<file path="src/rtl/countdown_arbiter_if.sv">
// ----------------------------------------------------------------------------
// countdown_arbiter_if
//   Bundles the requester-side bus of countdown_arbiter.
//
//   Signals
//     req       requester -> arbiter  per-requester request level
//     load_val  requester -> arbiter  packed load values, requester i at [i*WIDTH +: WIDTH]
//     hold      requester -> arbiter  freeze the count while high
//     grant     arbiter -> requester  one-hot current owner
//     done      arbiter -> requester  one-cycle completion pulse to the owner
//     count     arbiter -> requester  live counter value
//     busy      arbiter -> requester  high while a job is in progress
//
//   Modports
//     master    requester side (drives req/load_val/hold)
//     slave     arbiter side (drives grant/done/count/busy)
// ----------------------------------------------------------------------------
interface countdown_arbiter_if #(
    parameter int NREQ  = 4,
    parameter int WIDTH = 4
);
    logic [NREQ-1:0]       req;
    logic [NREQ*WIDTH-1:0] load_val;
    logic                  hold;
    logic [NREQ-1:0]       grant;
    logic [NREQ-1:0]       done;
    logic [WIDTH-1:0]      count;
    logic                  busy;

    modport master (
        output req, load_val, hold,
        input  grant, done, count, busy
    );

    modport slave (
        input  req, load_val, hold,
        output grant, done, count, busy
    );
endinterface

</file>
<file path="src/rtl/countdown_arbiter.sv">
// ----------------------------------------------------------------------------
// countdown_arbiter
//   Shares one WIDTH-bit down counter among NREQ requesters. A round-robin
//   arbiter picks one requester, loads its value, counts it down to zero,
//   pulses done to that owner and then releases the counter.
//
//   Ports
//     clk   system clock, all state changes on posedge
//     rst   synchronous reset, active-high
//     bus   countdown_arbiter_if.slave
//             in : req, load_val, hold
//             out: grant, done, count (registered), busy (decoded from state)
// ----------------------------------------------------------------------------
module countdown_arbiter #(
    parameter int NREQ  = 4,
    parameter int WIDTH = 4
) (
    input  logic                clk,
    input  logic                rst,
    countdown_arbiter_if.slave  bus
);
    localparam int IDXW = (NREQ > 1) ? $clog2(NREQ) : 1;

    typedef enum logic [1:0] {
        IDLE  = 2'd0,
        COUNT = 2'd1,
        DONE  = 2'd2
    } state_t;

    state_t            state_q, state_n;
    logic [IDXW-1:0]   owner_q, owner_n;
    logic [IDXW-1:0]   ptr_q,   ptr_n;
    logic [NREQ-1:0]   grant_q, grant_n;
    logic [NREQ-1:0]   done_q,  done_n;
    logic [WIDTH-1:0]  count_q, count_n;

    // Round-robin search: first set req bit after ptr, wrapping modulo NREQ.
    logic              win_found;
    logic [IDXW-1:0]   win_idx;

    always_comb begin
        // NOTE: every variable written here gets a default first, so no path
        // leaves it unassigned and no latch is inferred.
        win_found = 1'b0;
        win_idx   = '0;
        for (int k = 1; k <= NREQ; k++) begin
            if (!win_found && bus.req[(int'(ptr_q) + k) % NREQ]) begin
                win_found = 1'b1;
                win_idx   = IDXW'((int'(ptr_q) + k) % NREQ);
            end
        end
    end

    // Next-state and next-output logic.
    always_comb begin
        state_n = state_q;
        owner_n = owner_q;
        ptr_n   = ptr_q;
        grant_n = grant_q;
        done_n  = '0;
        count_n = count_q;

        unique case (state_q)
            IDLE: begin
                if (win_found) begin
                    state_n = COUNT;
                    owner_n = win_idx;
                    grant_n = {{(NREQ-1){1'b0}}, 1'b1} << win_idx;
                    count_n = bus.load_val[int'(win_idx)*WIDTH +: WIDTH];
                end
            end

            COUNT: begin
                if (!bus.req[owner_q]) begin
                    // Abort: owner withdrew, release without a done pulse.
                    state_n = IDLE;
                    grant_n = '0;
                    count_n = '0;
                    ptr_n   = owner_q;
                end else if (count_q == '0) begin
                    state_n = DONE;
                    done_n  = grant_q;
                end else if (!bus.hold) begin
                    count_n = count_q - WIDTH'(1);
                end
            end

            DONE: begin
                // Arbitration waits for IDLE, giving the one-cycle gap between jobs.
                state_n = IDLE;
                grant_n = '0;
                ptr_n   = owner_q;
            end

            default: begin
                state_n = IDLE;
                grant_n = '0;
                count_n = '0;
            end
        endcase
    end

    // State register.
    always_ff @(posedge clk) begin
        // NOTE: sequential state uses non-blocking assignments so every
        // register samples the pre-edge values regardless of statement order.
        if (rst) begin
            state_q <= IDLE;
            owner_q <= '0;
            ptr_q   <= IDXW'(NREQ - 1);   // requester 0 wins first after reset
            grant_q <= '0;
            done_q  <= '0;
            count_q <= '0;
        end else begin
            state_q <= state_n;
            owner_q <= owner_n;
            ptr_q   <= ptr_n;
            grant_q <= grant_n;
            done_q  <= done_n;
            count_q <= count_n;
        end
    end

    assign bus.grant = grant_q;
    assign bus.done  = done_q;
    assign bus.count = count_q;
    assign bus.busy  = (state_q != IDLE);

endmodule

</file>
<file path="src/flat_wrapper.sv">
// flat-port wrapper written by rule: the top's interface ports become plain ports
module countdown_arbiter_flat 
#(
    parameter int NREQ  = 4,
    parameter int WIDTH = 4
)
  (clk, rst, bus_req, bus_load_val, bus_hold, bus_grant, bus_done, bus_count, bus_busy);
  countdown_arbiter_if #(.NREQ(NREQ), .WIDTH(WIDTH)) bus_i ();
  input  logic clk;
  input  logic rst;
  input wire logic [$bits(bus_i.req)-1:0] bus_req;
  input wire logic [$bits(bus_i.load_val)-1:0] bus_load_val;
  input wire logic [$bits(bus_i.hold)-1:0] bus_hold;
  output wire logic [$bits(bus_i.grant)-1:0] bus_grant;
  output wire logic [$bits(bus_i.done)-1:0] bus_done;
  output wire logic [$bits(bus_i.count)-1:0] bus_count;
  output wire logic [$bits(bus_i.busy)-1:0] bus_busy;
  assign bus_i.req = bus_req;
  assign bus_i.load_val = bus_load_val;
  assign bus_i.hold = bus_hold;
  assign bus_grant = bus_i.grant;
  assign bus_done = bus_i.done;
  assign bus_count = bus_i.count;
  assign bus_busy = bus_i.busy;
  countdown_arbiter #(.NREQ(NREQ), .WIDTH(WIDTH)) u_core (.clk(clk), .rst(rst), .bus(bus_i));
endmodule
</file>
<file path="config.mk">
export PLATFORM = sky130hd
export DESIGN_NAME = countdown_arbiter_flat
export DESIGN_NICKNAME = d
export VERILOG_FILES = /design/src/rtl/countdown_arbiter_if.sv /design/src/rtl/countdown_arbiter.sv /design/src/flat_wrapper.sv
export SDC_FILE = /design/constraint.sdc
export NUM_CORES = 1
export LEC_CHECK = 0
export CAP_MARGIN = 5
export CORE_MARGIN = 3
export CORE_UTILIZATION = 40
export CTS_CLUSTER_SIZE = 8
export DETAILED_ROUTE_END_ITERATION = 8
export PLACE_DENSITY_LB_ADDON = 0.3
export REMOVE_ABC_BUFFERS = 1
export SLEW_MARGIN = 20
export SYNTH_ARGS = -nofsm -noshare
export SYNTH_HDL_FRONTEND = slang
export SYNTH_SLANG_ARGS = --single-unit
</file>
<file path="constraint.sdc">
create_clock -name clk -period 2.2 [get_ports clk]
set_input_delay 0.44 -clock clk [delete_from_list [all_inputs] [get_ports clk]]
set_output_delay 0.44 -clock clk [all_outputs]
set_load 0.02 [all_outputs]
</file>
==> metrics.cfg, run 1 <==
[worst_setup_path]
worst-endpoint-arrival_ps = 1610
critical_path_class = reg -> out
cp_data_required_time_ps = 1760
worst_setup_path_start_kind = flip-flop
maximum_fanout_encountered_on_the_critical_timing_path = 9
worstSetupEndpointType = output pin

[timing]
layout_worst_path_cycle_share = 0.931
worst-slew-pin-transition_ps = 462
period_needed_ps = 2050
worst_slew_margin_rel = 0.691
fin_worst_skew_ps = 1.88
hold_violations = 0
tns_ps = 0
fmaxAchievable_ghz = 0.488
finalSetupViolCount = 0
finalMaxSlewViolations = 0

[routing]
met1_length_microns = 1090
wl_met3_microns = 177
route.top_layer_used = met4
first_pass_iters = 4
routed_wirelength_microns = 2680
dr.first_iter.drc_count = 26
route.antenna.remaining_nets = 0
met2WireLength_microns = 1370
routedWlPerCell_microns = 13.4
routed-via-count = 1093
detail_route.vias_per_cell = 5.44
remaining_drc_errors = 0

[worst_hold_path]
hold_path_class = reg -> reg

[finish]
diodes = 0
nets_final = 198
post_layout_nonfiller_instances = 201
area_delta_synth_final_pct = 50.0
utilization_after_layout = 0.667
share_of_post_route_cells_with_drive_strength_above_1 = 0.162

[pwr]
pwr_density_cell_mw_per_mm2 = 793
post-layout-total-power_mw = 1.23
switching_power_mw = 0.443
power_report.internal_total_mw = 0.783
combinationalPowerShare = 0.477
vdd_drop_max_mv = 0.491
clkPwrFrac = 0.174
pwr-share-seq = 0.350
p_leak_nw = 0.680
power_switching_share = 0.361

[synthesis]
netlist_instances = 123
sequential_area_share_after_synthesis = 0.350
post_synth_xor_area_fraction = 0.0170
synthAdderAreaFrac = 0.0121
synth_mux_area_frac = 0.154
synth_top_family_by_area = simple AND/OR/NAND/NOR gates
synth_compound_gate_area_share = 0.203
synth_seq_cells = 18
synth.lib_cells_used.distinct = 36
postSynthAreaPerCell_sq_um = 8.38
post_synth_instance_area_sq_mm = 0.00103
fraction_of_the_mapped_netlist_area_in_simple_logic_gates = 0.217
yosys_warnings = 0

[global_routing]
maximum_number_of_pins_on_one_net_before_global_route_repair = 11
first_global_vias = 1020
initial_antenna_violation_count = 0
grt_remaining_overflow = 0
grtUsageTotal = 0.158
wire_length_of_the_first_global_routing_pass_microns = 4110

[clocking]
cts.path.max_buffers = 2
path_clk_slew_ps = 110
cts_tree = done
clkLatencyLatePin_ps = 300
cts_inserted_buffers = 3
buffer_cell_driving_the_clock_tree_root = clkbuf_4
cts.sink_count = 18
htree_num_levels = 1
postCtsSetupBuffers = 0

[placement]
weighted_congestion_reported_at_the_end_of_routability_driven_placement = 0.800
placed_cells_incl_taps = 197
dp_hpwl_microns = 2030
numPortBuffers = 35

[run_status]
status = complete, no violations

[floorplanning]
std_cell_rows = 17
floorplan.initialDensity = 0.445
die_height_microns = 56.8
die_width_microns = 56.8
top_level_ports = 36
core_region_area_sq_mm = 0.00232
floorplan.die_area_sq_mm = 0.00322

[run]
max-cap-violations = 0

[cells by family after synthesis]
family	count (synthesis)
adder cells (fa/ha/maj)	1
flip-flops	18
buffers and inverters	11
AO/OA/AOI/OAI	32
multiplexers	13
XOR/XNOR	2
AND/OR/NAND/NOR	46
[cell usage after synthesis, drive strengths merged]
cell,n,area (sq um)
mux4,1,22.5
nor4,1,6.26
buf,1,11.3
a32o,2,20.0
nand2b,1,6.26
nor2,17,63.8
a221oi,3,26.3
nor4b,1,8.76
o2bb2ai,2,17.5
xor2,1,8.76
o21ai,10,50.1
a211o,2,17.5
nand3b,1,7.51
nand2,9,33.8
mux2,7,86.3
or3,1,6.26
o21bai,1,7.51
nor3b,2,15.0
a21o,1,7.51
mux2i,5,50.1
and2,4,25.0
nor2b,1,6.26
o221ai,1,8.76
o21a,1,7.51
inv,8,30.0
ha,1,12.5
o22ai,1,6.26
clkbuf,2,7.51
nor3,4,20.0
dfxtp,18,360
or2,3,18.8
xnor2,1,8.76
and3,1,6.26
a21oi,8,40.0
[cells in the final DEF, fill, tap and decap left out, types with 4 or more instances in the layout]
cell type,n
buf_4,14
and2_1,4
clkdlybuf4s50_1,32
inv_1,8
mux2i_1,5
dfxtp_1,18
nor3_1,4
nand2_1,9
a21oi_1,8
mux2_2,4
nor2_1,17
o21ai_0,10
[sequential cells by signal, summed over array words and instances, names as in the netlist]
signal	flops
u_core.bus.count	4
u_core.bus.done	4
u_core.bus.grant	4
u_core.owner_q	2
u_core.ptr_q	2
u_core.state_q	2
[final cells by class]
class,count,area [sq um]
Clock buffer,4,36.3
Fill cell,195,772
Tap cell,28,35.0
Sequential cell,18,360
Inverter,8,30.0
Multi-Input combinational cell,94,622
Timing Repair Buffer,49,463
[power by group through the flow]
stage	Clock [mW]	Sequential [mW]	Combinational (mW)
2_1_floorplan	0	0.465	0.310
3_3_place_gp	0	0.432	0.571
3_5_place_dp	0	0.435	0.578
4_1_cts	0.212	0.428	0.583
5_1_grt	0.223	0.438	0.641
6_report	0.213	0.429	0.584
[per-layer routing]
layer | vias up | track usage
met5 | - | 0
met4 | 0 | 0.0596
met3 | 6 | 0.0299
met2 | 42 | 0.274
met1 | 505 | 0.192
li1 | 540 | -
[worst max-delay path: stages (launching register included)]
cell and delay [ps]:
dfxtp_1 500, or2_2 200, clkdlybuf4s50_1 600
[metrics by stage]
stage / hold slack (ps) / cell area (sq um) / setup WS [ps]
floorplan: 467 / 1010 / -26.2
global placement: 453 / 1500 / -255
detailed placement: 473 / 1500 / -258
CTS: 495 / 1540 / 22.9
global route: 507 / 1550 / -13.9
finish: 494 / 1550 / 153
[path summary, 6_finish.rpt]
kind | end | slack, ps | startpoint | cells after the start
worst max-delay path | bus_busy | 150 | u_core.state_q[1] | 2
worst min-delay path | u_core.bus.done[2] | 490 | u_core.bus.grant[2] | 1
worst max register to register | u_core.bus.count[1] | 150 | u_core.ptr_q[1] | 7
worst min register to register | u_core.bus.done[2] | 490 | u_core.bus.grant[2] | 1
[repair_timing]
| item | in CTS | in global routing |
|---|---|---|
| gates resized for setup | 0 | 3 |
| hold buffers | 0 | 0 |
| hold endpoints to repair | 0 | 0 |
| setup endpoints to repair | 0 | 7 |
No activity file was read; power rests on OpenSTA's default activity.
==> inputs of run 2 (changes only) <==
CAP_MARGIN = 10   (was 5)
CORE_UTILIZATION = 44   (was 40)
==> run 2 against run 1 <==
Die area decreased by 8.2%. Clock skew is essentially flat. Global-route usage grew 6.1 points. Highest routed layer unchanged. Setup slack worse by 56 ps. Fmax is 2.7% lower. Combinational power increased by 1%. Flip-flop and latch count did not move. Count of clock-buffer cells in the layout unchanged.
==> metrics.cfg, run 2 (same netlist as run 1, synthesis figures left out) <==
[placement]
dpl-instance-area_sq_mm = 0.00151  ; +0.42%
weighted_congestion_reported_at_the_end_of_routability_driven_placement = 0.927  ; +16%
dp_hpwl_microns = 2350  ; +16%
numPortBuffers = 35  ; unchanged

[finish]
diodes = 0  ; unchanged
commonest_cells_after_routing_fill_and_taps_aside = 35 x clkdlybuf4s50_1, 18 x dfxtp_1, 17 x nor2_1
multi_input_area_sq_um = 622  ; unchanged
nets_final = 199  ; +0.51%
filler_cell_count = 165  ; -15%
utilization_after_layout = 0.742  ; +0.0752
post_route_cell_area_sq_mm = 0.00155  ; about the same
seq_area_sq_um = 360  ; unchanged
share_of_post_route_cells_with_drive_strength_above_1 = 0.167  ; +0.00482
layout.cells.most_common = clkdlybuf4s50_1
area_delta_synth_final_pct = 49.9  ; about the same

[timing]
finalMaxSlewViolations = 0  ; unchanged
fmaxAchievable_ghz = 0.475  ; -2.7%
setup_repair_after_global_routing_missed_its_margin = no
worst_slew_margin_rel = 0.728  ; +0.0366
period_needed_ps = 2100  ; +56.1 ps
hold_ws_ps = 495  ; +0.527 ps
hold_violations = 0  ; unchanged
worst-slew-pin-transition_ps = 407  ; -54.8 ps
layout_worst_path_cycle_share = 0.956  ; +0.0255
fin_worst_skew_ps = 1.70  ; -0.181 ps
finalSetupViolCount = 0  ; unchanged

[worst_setup_path]
rr_startpoint = u_core.ptr_q[1]
cp_data_required_time_ps = 2390  ; +630 ps
worst_setup_path_start_kind = input pin
worst-endpoint-arrival_ps = 2300  ; +690 ps
rr_worst_depth = 7  ; unchanged
ff2ff_setup_slack_ps = 300  ; +150 ps
worstSetupEndpointType = flip-flop
critical_path_class = in -> reg
worst_r2r_endpoint = u_core.bus.count[1]
maximum_fanout_encountered_on_the_critical_timing_path = 8  ; -1

[floorplanning]
std_cell_rows = 16  ; -1
floorplan.die_area_sq_mm = 0.00296  ; -8.2%
die_width_microns = 54.4  ; -4.2%
core_region_area_sq_mm = 0.00208  ; -10%
die_height_microns = 54.4  ; -4.2%
top_level_ports = 36  ; unchanged
floorplan.initialDensity = 0.495  ; +0.0505

[routing]
first_pass_iters = 4  ; unchanged
route.antenna.remaining_nets = 0  ; unchanged
routedWlPerCell_microns = 14.5  ; +8.8%
routed_wirelength_microns = 2920  ; +8.8%
routed-via-count = 1079  ; -1.3%
dr.first_iter.drc_count = 24  ; -7.7%
remaining_drc_errors = 0  ; unchanged
detail_route.vias_per_cell = 5.37  ; -1.3%

[clocking]
cts_tree = done
cts_inserted_buffers = 3  ; unchanged
cts.sink_count = 18  ; unchanged
path_clk_slew_ps = 110  ; about the same
buffer_cell_driving_the_clock_tree_root = clkbuf_4
cts_resized = 0  ; unchanged
postCtsSetupBuffers = 0  ; unchanged
clkLatencyLatePin_ps = 290  ; about the same
ctsHoldBuffers = 0  ; unchanged
cts.path.max_buffers = 2  ; unchanged
htree_num_levels = 1  ; unchanged

[global_routing]
met3_usage = 0.0463  ; +0.0164
wire_length_of_the_first_global_routing_pass_microns = 4650  ; +13%
grt-busiest-layer = met2
grt_remaining_overflow = 0  ; unchanged
global_route.usage.met2 = 0.406  ; +0.132
maximum_number_of_pins_on_one_net_before_global_route_repair = 11  ; unchanged
first_global_vias = 1019  ; -0.098%
grtUsageTotal = 0.220  ; +0.0614
initial_antenna_violation_count = 0  ; unchanged
grt_use_met1 = 0.255  ; +0.0630

[run_status]
status = complete, no violations

[worst_hold_path]
hold_path.startpoint = u_core.bus.grant[1]
min_delay_path_depth = 2  ; +1
worst_hold_endpoint = u_core.bus.grant[1]
hold_path_class = reg -> reg

[run]
max-cap-violations = 0  ; unchanged

[pwr]
vdd_drop_max_mv = 0.661  ; +35%
pwr_density_cell_mw_per_mm2 = 797  ; +0.61%
p_leak_nw = 0.659  ; -3.1%

==> run 2: worst max-delay path by stage <==
stage          slack (ps)                  end         startpoint  cells past startpoint
3_3_place_gp         -130  u_core.bus.count[0]         bus_req[0]                      7
5_1_grt                20  u_core.bus.count[0]         bus_req[1]                      7
2_1_floorplan         -30  u_core.bus.count[1]         bus_req[1]                      6
4_1_cts               130             bus_busy  u_core.state_q[1]                      2
3_5_place_dp         -170  u_core.bus.count[1]         bus_req[3]                      8
6_report              100  u_core.bus.count[0]         bus_req[1]                      7
==> run 2: cell type report <==
type / instances / area share
Tap cell: 27 / 0.0219
Multi-Input combinational cell: 94 / 0.402
Inverter: 8 / 0.0194
Clock buffer: 4 / 0.0235
Timing Repair Buffer: 50 / 0.300
Sequential cell: 18 / 0.233
==> run 2: worst max-delay path, cell delays in order <==
cell and delay, ps:
clkdlybuf4s50_1 450, buf_4 160, mux4_2 470, nand3b_1 260, o21ai_0 230, a21oi_1 200, o2bb2ai_1 90
==> run 2: stage by stage <==
step | setup slack (ps) | instances | total power [mW] | setup TNS, ps
2_1_floorplan | -26.2 | 120 | 0.775 | -26.2
3_3_place_gp | -126 | 197 | 1.01 | -573
3_5_place_dp | -170 | 197 | 1.03 | -978
4_1_cts | 131 | 201 | 1.24 | 0
5_1_grt | 16.3 | 201 | 1.32 | 0
6_report | 96.4 | 201 | 1.23 | 0
==> run 2: power by group <==
group	total [mW]	switching (mW)	internal (mW)
Combinational	0.590	0.283	0.307
Sequential	0.434	0.0573	0.377
Clock	0.208	0.107	0.101
==> run 2: layer usage <==
metal  routed length [microns]  part of all wire
met2                      1520              0.52
met5                         0                 0
met4                        18            0.0062
met3                       167             0.057
met1                      1220              0.42
==> inputs of run 3 (changes only) <==
REMOVE_ABC_BUFFERS = unset   (was 1)
SKIP_CTS_REPAIR_TIMING = 1   (was unset)
==> run 3 against run 2 <==
First-iteration DRC count up 29%. Sequential power about the same. Flip-flop and latch count unchanged. Final area is 2.4% higher. Total power increased by 2.1%. Clock skew rose by 7.8 ps. Count of clock-buffer cells in the layout unchanged. Sequential share of layout area fell by 0.55 points. Combinational power increased by 4.4%. Clock power hardly changed.
==> metrics.cfg, run 3 (same netlist as run 1, synthesis figures left out) <==
[finish]
area_delta_synth_final_pct = 53.5
nets_final = 202  ; +1.5%
commonest_cells_after_routing_fill_and_taps_aside = 34 x clkdlybuf4s50_1, 18 x buf_4, 18 x dfxtp_1
share_of_post_route_cells_with_drive_strength_above_1 = 0.192  ; +0.0254
layout.cells.most_common = clkdlybuf4s50_1
filler_cell_count = 154  ; -6.7%
multi_input_area_sq_um = 634  ; +2.0%
diodes = 0  ; unchanged
post_route_cell_area_sq_mm = 0.00158  ; +2.4%
seq_area_sq_um = 360  ; unchanged

[worst_hold_path]
hold_path.startpoint = u_core.bus.grant[3]
hold_path_class = reg -> reg
min_delay_path_depth = 2  ; unchanged
worst_hold_endpoint = u_core.bus.grant[3]

[timing]
hold_ws_ps = 484  ; -10.8 ps
finalMaxSlewViolations = 0  ; unchanged
worst-slew-pin-transition_ps = 408  ; +0.541 ps
fmaxAchievable_ghz = 0.476  ; +0.17%
worst_slew_margin_rel = 0.728  ; about the same
period_needed_ps = 2100  ; -3.60 ps
layout_worst_path_cycle_share = 0.955  ; -0.00164
setup_repair_after_global_routing_missed_its_margin = yes
fin_worst_skew_ps = 9.54  ; +7.85 ps
hold_violations = 0  ; unchanged
finalSetupViolCount = 0  ; unchanged

[run]
max-cap-violations = 0  ; unchanged

[floorplanning]
top_level_ports = 36  ; unchanged
std_cell_rows = 16  ; unchanged
floorplan.die_area_sq_mm = 0.00296  ; unchanged
die_width_microns = 54.4  ; unchanged
core_region_area_sq_mm = 0.00208  ; unchanged
die_height_microns = 54.4  ; unchanged
floorplan.initialDensity = 0.495  ; unchanged

[pwr]
p_leak_nw = 0.686  ; +4.1%
power_report.internal_total_mw = 0.798  ; +1.7%
combinationalPowerShare = 0.490  ; +0.011
clkPwrFrac = 0.167  ; -0.002
switching_power_mw = 0.460  ; +2.9%
pwr-share-seq = 0.343  ; -0.009
power_switching_share = 0.366  ; +0.00262
pwr_density_cell_mw_per_mm2 = 795  ; -0.31%
vdd_drop_max_mv = 0.631  ; -4.5%

[placement]
weighted_congestion_reported_at_the_end_of_routability_driven_placement = 0.901  ; -2.9%
dpl-instance-area_sq_mm = 0.00152  ; +0.99%
numPortBuffers = 35  ; unchanged
dp_hpwl_microns = 2210  ; -6.0%

[global_routing]
wire_length_of_the_first_global_routing_pass_microns = 4460  ; -4.0%
initial_antenna_violation_count = 0  ; unchanged
maximum_number_of_pins_on_one_net_before_global_route_repair = 11  ; unchanged
first_global_vias = 1035  ; +1.6%
grtUsageTotal = 0.209  ; -0.0105
grt_remaining_overflow = 0  ; unchanged

[worst_setup_path]
rr_startpoint = u_core.ptr_q[1]
worst_r2r_endpoint = u_core.bus.count[1]
ff2ff_setup_slack_ps = 240  ; -60 ps
worst-endpoint-arrival_ps = 2290  ; about the same
critical_path_class = in -> reg
cp_data_required_time_ps = 2390  ; about the same
rr_worst_depth = 7  ; unchanged
worst_setup_path_start_kind = input pin
maximum_fanout_encountered_on_the_critical_timing_path = 10  ; +2
worstSetupEndpointType = flip-flop

[routing]
detail_route.vias_per_cell = 5.41  ; +0.72%
remaining_drc_errors = 0  ; unchanged
dr.first_iter.drc_count = 31  ; +29%
routed-via-count = 1103  ; +2.2%
route.antenna.remaining_nets = 0  ; unchanged
first_pass_iters = 4  ; unchanged
routedWlPerCell_microns = 13.8  ; -4.9%
routed_wirelength_microns = 2820  ; -3.5%

[clocking]
clkLatencyLatePin_ps = 300  ; about the same
cts_tree = done
cts_inserted_buffers = 3  ; unchanged
buffer_cell_driving_the_clock_tree_root = clkbuf_4
cts.path.max_buffers = 2  ; unchanged
path_clk_slew_ps = 100  ; about the same
cts.sink_count = 18  ; unchanged
htree_num_levels = 1  ; unchanged

[run_status]
status = complete, no violations

[synthesis]
postSynthNetCount = 147

## run 3: power by group through the flow
stage	registers (mW)	logic, mW	clock network [mW]
floorplan	0.463	0.322	0
global route	0.439	0.672	0.227
global placement	0.434	0.575	0
finish	0.431	0.616	0.210
detailed placement	0.436	0.593	0
CTS	0.430	0.599	0.214
## run 3: routing by layer
metal / GRT usage / vias to the layer above / wire length, microns
li1: - / 549 / -
met1: 0.259 / 518 / 1260
met2: 0.355 / 31 / 1400
met3: 0.0300 / 5 / 126
met4: 0.0954 / 0 / 32
met5: 0 / - / 0
## run 3: worst max path at each step
| stage | cells past startpoint | end | slack, ps | startpoint |
|---|---|---|---|---|
| after detailed placement | 8 | u_core.bus.count[2] | -280 | bus_req[3] |
| after CTS | 8 | u_core.bus.count[3] | 30 | bus_req[3] |
| after global routing | 8 | u_core.bus.count[1] | -20 | bus_req[0] |
| after floorplan | 7 | u_core.bus.count[3] | 360 | bus_req[1] |
| after global placement | 8 | u_core.bus.count[3] | -210 | bus_req[3] |
| final | 8 | u_core.bus.count[1] | 100 | bus_req[0] |
## run 3: worst max-delay path, cell delays in order
cell and delay, ps:
clkdlybuf4s50_1 510, nand2_1 80, a21o_1 180, a21oi_1 140, buf_4 200, mux2_2 350, a221oi_1 320, nor2_1 80
## run 3: per-stage QoR
| step | TNS [ps] | power [mW] | setup WS, ps | util | instances |
|---|---|---|---|---|---|
| floorplan | 0 | 0.785 | 364 | - | 123 |
| global placement | -1380 | 1.01 | -209 | 0.732 | 199 |
| detailed placement | -2150 | 1.03 | -284 | 0.732 | 199 |
| CTS | 0 | 1.24 | 30.5 | 0.749 | 203 |
| global route | -17.1 | 1.34 | -17.1 | 0.760 | 204 |
| finish | 0 | 1.26 | 100 | 0.760 | 204 |
## run 3: layout make-up
type | instances | share of cell area
well taps | 27 | 0.0213
inverters | 8 | 0.0190
clock buffers | 4 | 0.0229
multi-input cells | 94 | 0.401
flip-flops and latches | 18 | 0.228
repair buffers | 53 | 0.308
